File: config.mk
export PLATFORM = sky130hd
export DESIGN_NAME = muldiv_sequencer
export DESIGN_NICKNAME = d
export VERILOG_FILES = /design/src/rtl/muldiv_sequencer_pkg.sv /design/src/rtl/muldiv_step.sv /design/src/rtl/muldiv_sequencer.sv
export SDC_FILE = /design/constraint.sdc
export NUM_CORES = 1
export LEC_CHECK = 0
export ABC_AREA = 0
export CORE_MARGIN = 1
export CORE_UTILIZATION = 40
export DETAILED_ROUTE_END_ITERATION = 7
export SKIP_LAST_GASP = 1
export SYNTH_ARGS = -nofsm -noshare
export SYNTH_HDL_FRONTEND = slang
export SYNTH_HIERARCHICAL = 1
export SYNTH_SLANG_ARGS = --single-unit
File: constraint.sdc
create_clock -name clk -period 6.3 [get_ports clk]
set_clock_uncertainty 0.15 [all_clocks]
set_input_delay 1.26 -clock clk [delete_from_list [all_inputs] [get_ports clk]]
set_output_delay 1.26 -clock clk [all_outputs]
set_load 0.03 [all_outputs]
File: src/rtl/muldiv_sequencer_pkg.sv
// Shared types for the iterative RV32M multiply/divide unit: op encoding,
// sequencer states and the iteration count.
package muldiv_sequencer_pkg;

  localparam int MULDIV_ITER = 32;

  // Values match the RV32M funct3 field so the decoder can pass it through.
  typedef enum logic [2:0] {
    OP_MUL    = 3'd0,
    OP_MULH   = 3'd1,
    OP_MULHSU = 3'd2,
    OP_MULHU  = 3'd3,
    OP_DIV    = 3'd4,
    OP_DIVU   = 3'd5,
    OP_REM    = 3'd6,
    OP_REMU   = 3'd7
  } muldiv_op_e;

  typedef enum logic [1:0] {
    ST_IDLE = 2'd0,
    ST_CALC = 2'd1,
    ST_FIX  = 2'd2,
    ST_DONE = 2'd3
  } muldiv_state_e;

  function automatic logic op_is_div(input muldiv_op_e op);
    return op inside {OP_DIV, OP_DIVU, OP_REM, OP_REMU};
  endfunction

endpackage

File: src/rtl/muldiv_step.sv
// One iteration of the sequencer datapath: radix-2 shift-add for multiply,
// restoring subtract for divide. Purely combinational.
module muldiv_step #(
  parameter int W = 32
) (
  input  logic           is_div_i,
  input  logic [W-1:0]   opa_i,
  input  logic [2*W-1:0] prod_i,
  input  logic [W-1:0]   rem_i,
  input  logic [W-1:0]   quo_i,
  output logic [2*W-1:0] prod_o,
  output logic [W-1:0]   rem_o,
  output logic [W-1:0]   quo_o
);

  logic [W:0] mul_sum;
  logic [W:0] shifted;
  logic       ge;

  assign mul_sum = {1'b0, prod_i[2*W-1:W]} + (prod_i[0] ? {1'b0, opa_i} : '0);

  // The stored remainder is always below the divisor, so the W+1 bit working
  // value fits and the difference, when taken, fits back into W bits.
  assign shifted = {rem_i, quo_i[W-1]};
  assign ge      = shifted >= {1'b0, opa_i};

  assign prod_o = is_div_i ? prod_i : {mul_sum, prod_i[W-1:1]};
  assign rem_o  = !is_div_i ? rem_i
                : (ge ? (shifted[W-1:0] - opa_i) : shifted[W-1:0]);
  assign quo_o  = is_div_i ? {quo_i[W-2:0], ge} : quo_i;

endmodule

File: src/rtl/muldiv_sequencer.sv
// Iterative RV32M multiply/divide unit beside the execute-stage ALU. One op at
// a time; stalls the pipe while iterating and returns a one-cycle result pulse.
module muldiv_sequencer
  import muldiv_sequencer_pkg::*;
#(
  parameter int DATA_WIDTH = MULDIV_ITER
) (
  input  logic                  clk,
  input  logic                  rst,
  input  logic                  req_valid,
  input  logic [2:0]            req_op,
  input  logic [DATA_WIDTH-1:0] req_src1,
  input  logic [DATA_WIDTH-1:0] req_src2,
  input  logic                  flush,
  output logic                  req_ready,
  output logic                  busy,
  output logic                  resp_valid,
  output logic [DATA_WIDTH-1:0] resp_data
);

  localparam int W  = DATA_WIDTH;
  localparam int CW = $clog2(W);
  localparam logic [W-1:0] MIN_NEG = {1'b1, {(W-1){1'b0}}};

  muldiv_state_e  state_q;
  muldiv_op_e     op_q;
  logic [CW-1:0]  cnt_q;
  logic [W-1:0]   opa_q, quo_q, rem_q;
  logic [2*W-1:0] prod_q;
  logic           neg_main_q, neg_rem_q;
  logic           resp_valid_q;
  logic [W-1:0]   resp_data_q;

  muldiv_op_e   in_op;
  logic         in_div, in_rem, s1_signed, s2_signed, s1_neg, s2_neg;
  logic         div_zero, div_ovf, accept;
  logic [W-1:0] a_mag, b_mag, fast_data;

  assign in_op = muldiv_op_e'(req_op);

  always_comb begin
    in_div    = op_is_div(in_op);
    in_rem    = in_op inside {OP_REM, OP_REMU};
    s1_signed = in_op inside {OP_MUL, OP_MULH, OP_MULHSU, OP_DIV, OP_REM};
    s2_signed = in_op inside {OP_MUL, OP_MULH, OP_DIV, OP_REM};
    s1_neg    = s1_signed && req_src1[W-1];
    s2_neg    = s2_signed && req_src2[W-1];
    a_mag     = s1_neg ? -req_src1 : req_src1;
    b_mag     = s2_neg ? -req_src2 : req_src2;
    div_zero  = in_div && (req_src2 == '0);
    div_ovf   = (in_op == OP_DIV || in_op == OP_REM) &&
                (req_src1 == MIN_NEG) && (req_src2 == '1);
    if (div_zero) fast_data = in_rem ? req_src1 : '1;
    else          fast_data = in_rem ? '0 : MIN_NEG;
  end

  assign accept    = (state_q == ST_IDLE) && req_valid && !flush;
  assign req_ready = (state_q == ST_IDLE);
  assign busy      = accept || (state_q == ST_CALC) || (state_q == ST_FIX);
  assign resp_valid = resp_valid_q;
  assign resp_data  = resp_data_q;

  logic [2*W-1:0] prod_nx;
  logic [W-1:0]   rem_nx, quo_nx;

  muldiv_step #(.W(W)) u_step (
    .is_div_i (op_is_div(op_q)),
    .opa_i    (opa_q),
    .prod_i   (prod_q),
    .rem_i    (rem_q),
    .quo_i    (quo_q),
    .prod_o   (prod_nx),
    .rem_o    (rem_nx),
    .quo_o    (quo_nx)
  );

  // Sign correction and result selection for the FIX cycle.
  logic [2*W-1:0] prod_fix;
  logic [W-1:0]   quo_fix, rem_fix, fix_data;

  always_comb begin
    prod_fix = neg_main_q ? -prod_q : prod_q;
    quo_fix  = neg_main_q ? -quo_q  : quo_q;
    rem_fix  = neg_rem_q  ? -rem_q  : rem_q;
    fix_data = rem_fix;
    case (op_q)
      OP_MUL:                      fix_data = prod_fix[W-1:0];
      OP_MULH, OP_MULHSU, OP_MULHU: fix_data = prod_fix[2*W-1:W];
      OP_DIV, OP_DIVU:             fix_data = quo_fix;
      default:                     fix_data = rem_fix;
    endcase
  end

  always_ff @(posedge clk) begin
    if (rst) begin
      state_q      <= ST_IDLE;
      op_q         <= OP_MUL;
      cnt_q        <= '0;
      opa_q        <= '0;
      quo_q        <= '0;
      rem_q        <= '0;
      prod_q       <= '0;
      neg_main_q   <= 1'b0;
      neg_rem_q    <= 1'b0;
      resp_valid_q <= 1'b0;
      resp_data_q  <= '0;
    end else if (flush) begin
      state_q      <= ST_IDLE;
      cnt_q        <= '0;
      resp_valid_q <= 1'b0;
    end else begin
      case (state_q)
        ST_IDLE: begin
          resp_valid_q <= 1'b0;
          if (req_valid) begin
            op_q       <= in_op;
            neg_main_q <= s1_neg ^ s2_neg;
            neg_rem_q  <= s1_neg;
            if (div_zero || div_ovf) begin
              resp_data_q  <= fast_data;
              resp_valid_q <= 1'b1;
              state_q      <= ST_DONE;
            end else begin
              opa_q   <= in_div ? b_mag : a_mag;
              prod_q  <= {{W{1'b0}}, b_mag};
              rem_q   <= '0;
              quo_q   <= a_mag;
              cnt_q   <= '0;
              state_q <= ST_CALC;
            end
          end
        end
        ST_CALC: begin
          prod_q <= prod_nx;
          rem_q  <= rem_nx;
          quo_q  <= quo_nx;
          cnt_q  <= cnt_q + CW'(1);
          if (cnt_q == CW'(W - 1)) state_q <= ST_FIX;
        end
        ST_FIX: begin
          resp_data_q  <= fix_data;
          resp_valid_q <= 1'b1;
          state_q      <= ST_DONE;
        end
        default: begin
          resp_valid_q <= 1'b0;
          state_q      <= ST_IDLE;
        end
      endcase
    end
  end

endmodule

==> results.md, run 1 <==
- Crit path kind: input port to register
- CP Launch Type: input port
- Syn Std Cell Area: 19900 sq um
- WP data arrival: 4.98 ns
- Number of flops mapped to enable cells by yosys: 0
- Post-route setup slack: 1.59 ns
- Worst path max stage delay: 0.55 ns
- Initial core utilization: 40.6%
- Die area: 50700 sq um
- Setup TNS: 0 ns
- First-pass DRT Iterations: 8
- Inst Count DP: 3404
- Grt ovf: 0
- Hold Buf Count CTS: 0
- Std-Cell Rows: 81
- Slew headroom: 13.1%
- Nets@finish: 2918
- CTS tree: done
- Die Width: 225 microns
- CTS root buf: clkbuf_16
- # setup viols final: 0
- Htree depth: 1
- Clock Path Buffers: 3
- Setup crit end kind: register
- Fill cell count: 5114
- Worst skew pair latency: 0.59 ns
- Syn_area_per_cell: 7.08 sq um
- Post-CTS sizing: 0
- Worst-path cell chain: clkdlybuf4s50_1 > inv_1 > ha_1 > or3b_2 > nor4_2 > buf_4 > nand4_1 > o211ai_4 > buf_4 > o21ai_4 > buf_12 > nand3_1 > a21oi_1
- Hold path endpoint: resp_data[10]$_SDFFE_PP0P_
- Initial antenna violation count: 1
- RR Endpoint: prod_q[63]$_SDFFE_PP0P_
- Fin. max-slew vios: 0
- Final hold vios: 0
- Number of DRC markers in iteration 0: 2509
- Sequential fraction of the synthesis area: 20.6%
- Hold path depth: 1
- Min-Delay Startpoint: resp_data[10]$_SDFFE_PP0P_
- Worst Path Max Fanout: 123
- Number of CTS-inserted buffers: 26
- Peak VDD IR: 219 uV
- First-pass GRT wire length: 129000 microns
- TritonCTS Sinks: 205
- Post-route ant nets: 0
- # diodes: 0
- Synth-to-layout area growth: 11.8%
- Die Ht: 225 microns
- RSZ-0062 raised after global routing: false
- GPL Wtd Cong: 1.01
- HP Class: register to register
- Post-CTS Repair Setup Buffers: 0
- FF-to-FF setup slack: 1.63 ns
- Post-synth cell types: 91
- Max Cap Viol: 0
- Vias per cell: 6.46
- Drc violations: 0
- Core ar.: 49100 sq um
- CP max stage cell: clkdlybuf4s50_1
- Ys flop type: dfxtp_1
- Routed WL per cell: 25.4 microns
- Clock-pin transition on the worst setup and hold timing paths: 0.06 ns
- Least-Margin Pin Slew: 1.29 ns
- Ports: 106
- Cell mode on critical path: buf_4
- Syn nets: 2962
- Total Power: 4.54 mW
- Reg2reg start: prod_q[0]$_SDFFE_PP0P_
- Achievable Freq: 212 MHz
- Place WS: 1.20 ns
- Via count of the routed design: 22300
- Fin crit share: 74.8%
- Port bufs: 105
- Hold WS: 0.317 ns
- Dpl hpwl: 65800 microns
- Required @ worst endpoint: 6.57 ns
- Seq cells post-synth: 205
- Non-Filler Instances: 3453
- Leak pwr: 8.15 nW
- Post-Synthesis Cells: 2813
- GR Util All Layers: 33.5%
- Minimum clock period: 4.71 ns
- Power density of the placed cells: 204 nW/um^2
- Vias in the first global route: 20200
- FF-to-FF path depth: 15
- Fraction of layout cells with a size suffix above 1: 7.82%
- Yosys warning count: 6
- Status: completed
- Largest net degree at the start of global routing: 124
- Post-synthesis async set-or-reset flop share: 0%
- Final wirelength: 87800 microns
==> kinds of logic after synthesis <==
family	synth area share, %
AND/OR/NAND/NOR	26.4
adder cells (fa/ha/maj)	4.97
multiplexers	6.61
XOR/XNOR	8.49
flip-flops	20.6
AO/OA/AOI/OAI	26.9
buffers and inverters	5.95
==> cell usage after synthesis, drive strengths merged (69+ instances only) <==
| library cell | n | area (sq um) |
|---|---|---|
| nand2 | 360 | 1350 |
| a21oi | 273 | 1370 |
| nor2 | 228 | 856 |
| dfxtp | 205 | 4100 |
| clkbuf | 176 | 661 |
| o21ai | 157 | 793 |
| nand3 | 118 | 591 |
| xnor2 | 112 | 981 |
| xor2 | 81 | 709 |
| inv | 78 | 293 |
| ha | 76 | 951 |
| nor3 | 76 | 380 |
| mux2 | 69 | 777 |
==> cells in the final DEF, fill, tap and decap left out, types with 14 or more instances in the layout <==
cell type,synthesis,final
and2_1,42,42
or3_1,29,29
clkbuf_16,0,26
dfxtp_1,205,203
clkdlybuf4s50_1,0,104
a32o_1,14,14
o21ai_0,125,125
inv_1,77,76
nor3_1,76,75
mux2i_1,54,54
a21o_1,25,25
o211ai_1,65,65
o21ai_1,30,29
mux2_2,69,69
a41oi_1,16,16
nor2b_1,19,19
a31oi_1,42,42
nand2b_1,31,31
nor2_1,228,228
or4_1,36,36
o31ai_1,39,39
ha_1,76,75
nand4_1,41,41
nand2_1,360,360
nor4_1,39,38
xnor2_1,112,112
o41ai_1,35,35
xor2_1,81,81
a211oi_1,29,29
nand3_1,118,118
a21oi_1,272,272
buf_4,3,40
==> worst max-delay path: cells and delay by family <==
family	cells	cell delay [ns]
AO/OA/AOI/OAI	3	0.42
adder cells (fa/ha/maj)	1	0.20
buffers and inverters	5	1.56
AND/OR/NAND/NOR	4	1.31
==> sequential cells by signal (all words and copies together) (netlist names), 2 cells and up <==
| register | cells |
|---|---|
| opa_q | 32 |
| resp_data | 32 |
| op_q | 3 |
| quo_q | 32 |
| prod_q | 64 |
| cnt_q | 5 |
| state_q | 2 |
| rem_q | 32 |
==> how the worst max path moves through the flow <==
| stage | startpoint | endpoint | slack, ns |
|---|---|---|---|
| after global routing | prod_q[0]$_SDFFE_PP0P_ | prod_q[63]$_SDFFE_PP0P_ | 1.31 |
| after CTS | req_valid | busy | 1.75 |
| after floorplan | req_src1[20] | rem_q[21]$_SDFFE_PP0P_ | 2.45 |
| after global placement | req_src2[0] | prod_q[1]$_SDFFE_PP0P_ | 1.31 |
| after detailed placement | req_src2[0] | prod_q[33]$_SDFFE_PP0P_ | 1.20 |
| final | req_src2[0] | prod_q[48]$_SDFFE_PP0P_ | 1.59 |
==> final cells by class <==
type	instances	area, sq um	share of cell area, %
Inverter	79	297	1.33
Timing Repair Buffer	149	1420	6.37
Multi-Input combinational cell	2308	14700	66.0
Tap cell	664	831	3.73
Clock inverter	19	256	1.15
Sequential cell	205	4110	18.5
Clock buffer	29	662	2.97
==> routing by layer <==
layer	vias up	track usage (%)	wire length, microns
li1	10200	-	-
met1	10800	45.3	37900
met2	1093	52.9	38900
met3	194	3.91	6540
met4	0	15.3	4430
met5	-	0	0
==> where the power goes <==
group / internal (mW) / switching, mW
clock network: 0.969 / 0.673
registers: 1.35 / 0.141
logic: 0.498 / 0.914
==> per-stage QoR <==
stage | area, sq um | utilization, %
floorplan | 19900 | -
global placement | 21300 | 43.5
detailed placement | 21300 | 43.5
CTS | 22300 | 45.4
global route | 22300 | 45.4
finish | 22300 | 45.4
Note: power is estimated with default switching activity, not from simulation.
==> inputs of run 2 (changes only) <==
clock period = 4.1 ns   (was 6.3 ns; I/O delays follow)
==> results.md, run 2 (same netlist as run 1, synthesis figures left out) <==
- Status: completed
- GR Util All Layers: 36.0%
- First-pass DRT Iterations: 6
- # diodes: 0
- Dpl hpwl: 72000 microns
- Nets@finish: 3073
- Post-CTS sizing: 0
- Largest net degree at the start of global routing: 93
- Number of CTS-inserted buffers: 27
- Core ar.: 49100 sq um
- Clock-pin transition on the worst setup and hold timing paths: 0.06 ns
- Initial core utilization: 40.6%
- Worst skew pair latency: 0.57 ns
- DP Area: 22600 sq um
- Required @ worst endpoint: 4.37 ns
- Hold Buf Count CTS: 0
- Setup crit end kind: register
- # setup viols final: 0
- WP data arrival: 4.27 ns
- Routed WL per cell: 25.9 microns
- RSZ-0062 raised after global routing: true
- Drc violations: 0
- Htree depth: 1
- Util after Layout: 47.8%
- Peak VDD IR: 275 uV
- Logic pwr share: 34.7%
- Die Width: 225 microns
- Most frequent cells in the layout: nand2_1 (360), a21oi_1 (271), nor2_1 (228), dfxtp_1 (203), buf_4 (189)
- Fill cell count: 5046
- Int Pwr: 4.36 mW
- Number of DRC markers in iteration 0: 2534
- Final instance area: 23500 sq um
- TritonCTS Sinks: 205
- Post-route ant nets: 0
- Initial antenna violation count: 3
- Ports: 106
- Fin crit share: 97.6%
- First-pass GRT wire length: 137000 microns
- Crit path kind: register to register
- Std-Cell Rows: 81
- GPL Wtd Cong: 1.03
- Slew headroom: 22.6%
- Switching Fraction: 38.2%
- Vias in the first global route: 21200
- Port bufs: 105
- Final wirelength: 93400 microns
- Hold WS: 0.315 ns
- Least-Margin Pin Slew: 1.16 ns
- Achievable Freq: 250 MHz
- Most flops, register: prod_q
- Worst Path Max Fanout: 13
- Fraction of layout cells with a size suffix above 1: 12.6%
- Reg area: 4110 sq um
- Power density of the placed cells: 300 nW/um^2
- Vias per cell: 6.34
- CTS tree: done
- Area occupied by multi-input gates: 14700 sq um
- Post-CTS Repair Setup Buffers: 0
- Clock share of power: 33.6%
- Max Cap Viol: 0
- CP Launch Type: register
- Die area: 50700 sq um
- Max FFs per register: 64
- Switching power: 2.69 mW
- Clock Path Buffers: 3
- Inst Count DP: 3559
- Final hold vios: 0
- Fin. max-slew vios: 0
- CTS root buf: clkbuf_16
- Leak pwr: 8.94 nW
- Commonest non-fill, non-tap cell in the layout: nand2_1
- Via count of the routed design: 22900
- Non-Filler Instances: 3605
- Seq pwr share: 31.7%
- Total Power: 7.04 mW
- Minimum clock period: 4.00 ns
- Synth-to-layout area growth: 17.8%
- Grt ovf: 0
- HP Class: register to register
- Die Ht: 225 microns
[run 2: cell types whose count changed in the layout (fill, tap and decap cells not counted), moves of 2 or more]
| cell | change |
|---|---|
| clkbuf_8 | +4 |
| buf_12 | +7 |
| a2111oi_1 | +2 |
| bufinv_16 | -3 |
| clkinv_2 | -4 |
| buf_4 | +149 |
| a2111oi_0 | -2 |
| clkbuf_1 | +3 |
[run 2: layout make-up]
cell class	count	area share, %
Timing Repair Buffer	303	11.3
Inverter	79	1.26
Multi-Input combinational cell	2308	62.7
Clock inverter	9	0.427
Clock buffer	37	3.21
Tap cell	664	3.54
Sequential cell	205	17.5
[run 2: power groups by stage]
stage,clock [mW],combinational (mW),sequential [mW]
floorplan,0,1.48,2.19
finish,2.37,2.44,2.23
global route,2.48,2.58,2.23
CTS,2.40,2.38,2.22
detailed placement,0,2.37,2.26
global placement,0,2.36,2.26
[run 2: routing by layer]
layer  up-vias  global-route usage (%)  part of all wire [%]
met3       202                    5.85                   8.7
met2      1174                    55.0                    43
met1     11000                    48.4                    42
met5         -                       0                 0.029
met4         4                    18.9                   5.6
li1      10500                       -                     -
[run 2: path summary, 6_finish.rpt]
path | from | to | slack [ns] | cells after the start
setup / recovery | prod_q[0]$_SDFFE_PP0P_ | resp_data[26]$_SDFFE_PP0P_ | 0.1 | 11
hold / removal | resp_data[25]$_SDFFE_PP0P_ | resp_data[25]$_SDFFE_PP0P_ | 0.31 | 1
setup reg to reg | prod_q[0]$_SDFFE_PP0P_ | resp_data[26]$_SDFFE_PP0P_ | 0.1 | 11
hold reg to reg | resp_data[25]$_SDFFE_PP0P_ | resp_data[25]$_SDFFE_PP0P_ | 0.31 | 1
[run 2: worst max-delay path, cell delays in order, from the launching register on]
cell and delay (ns):
dfxtp_1 0.35, buf_4 0.16, buf_4 0.18, inv_1 0.07
ha_1 0.17, nor3b_1 0.47, nand4_1 0.49, or4_4 0.71
a211o_1 0.29, a2111oi_1 0.55, buf_4 0.21, o41ai_1 0.06
[run 2: per-stage QoR]
stage | setup WS (ns) | setup TNS (ns)
6_report | 0.0983 | 0
4_1_cts | 0.0203 | 0
3_5_place_dp | -0.230 | -10.64
5_1_grt | -0.0325 | -0.0413
2_1_floorplan | 0.602 | 0
3_3_place_gp | -0.301 | -18.85
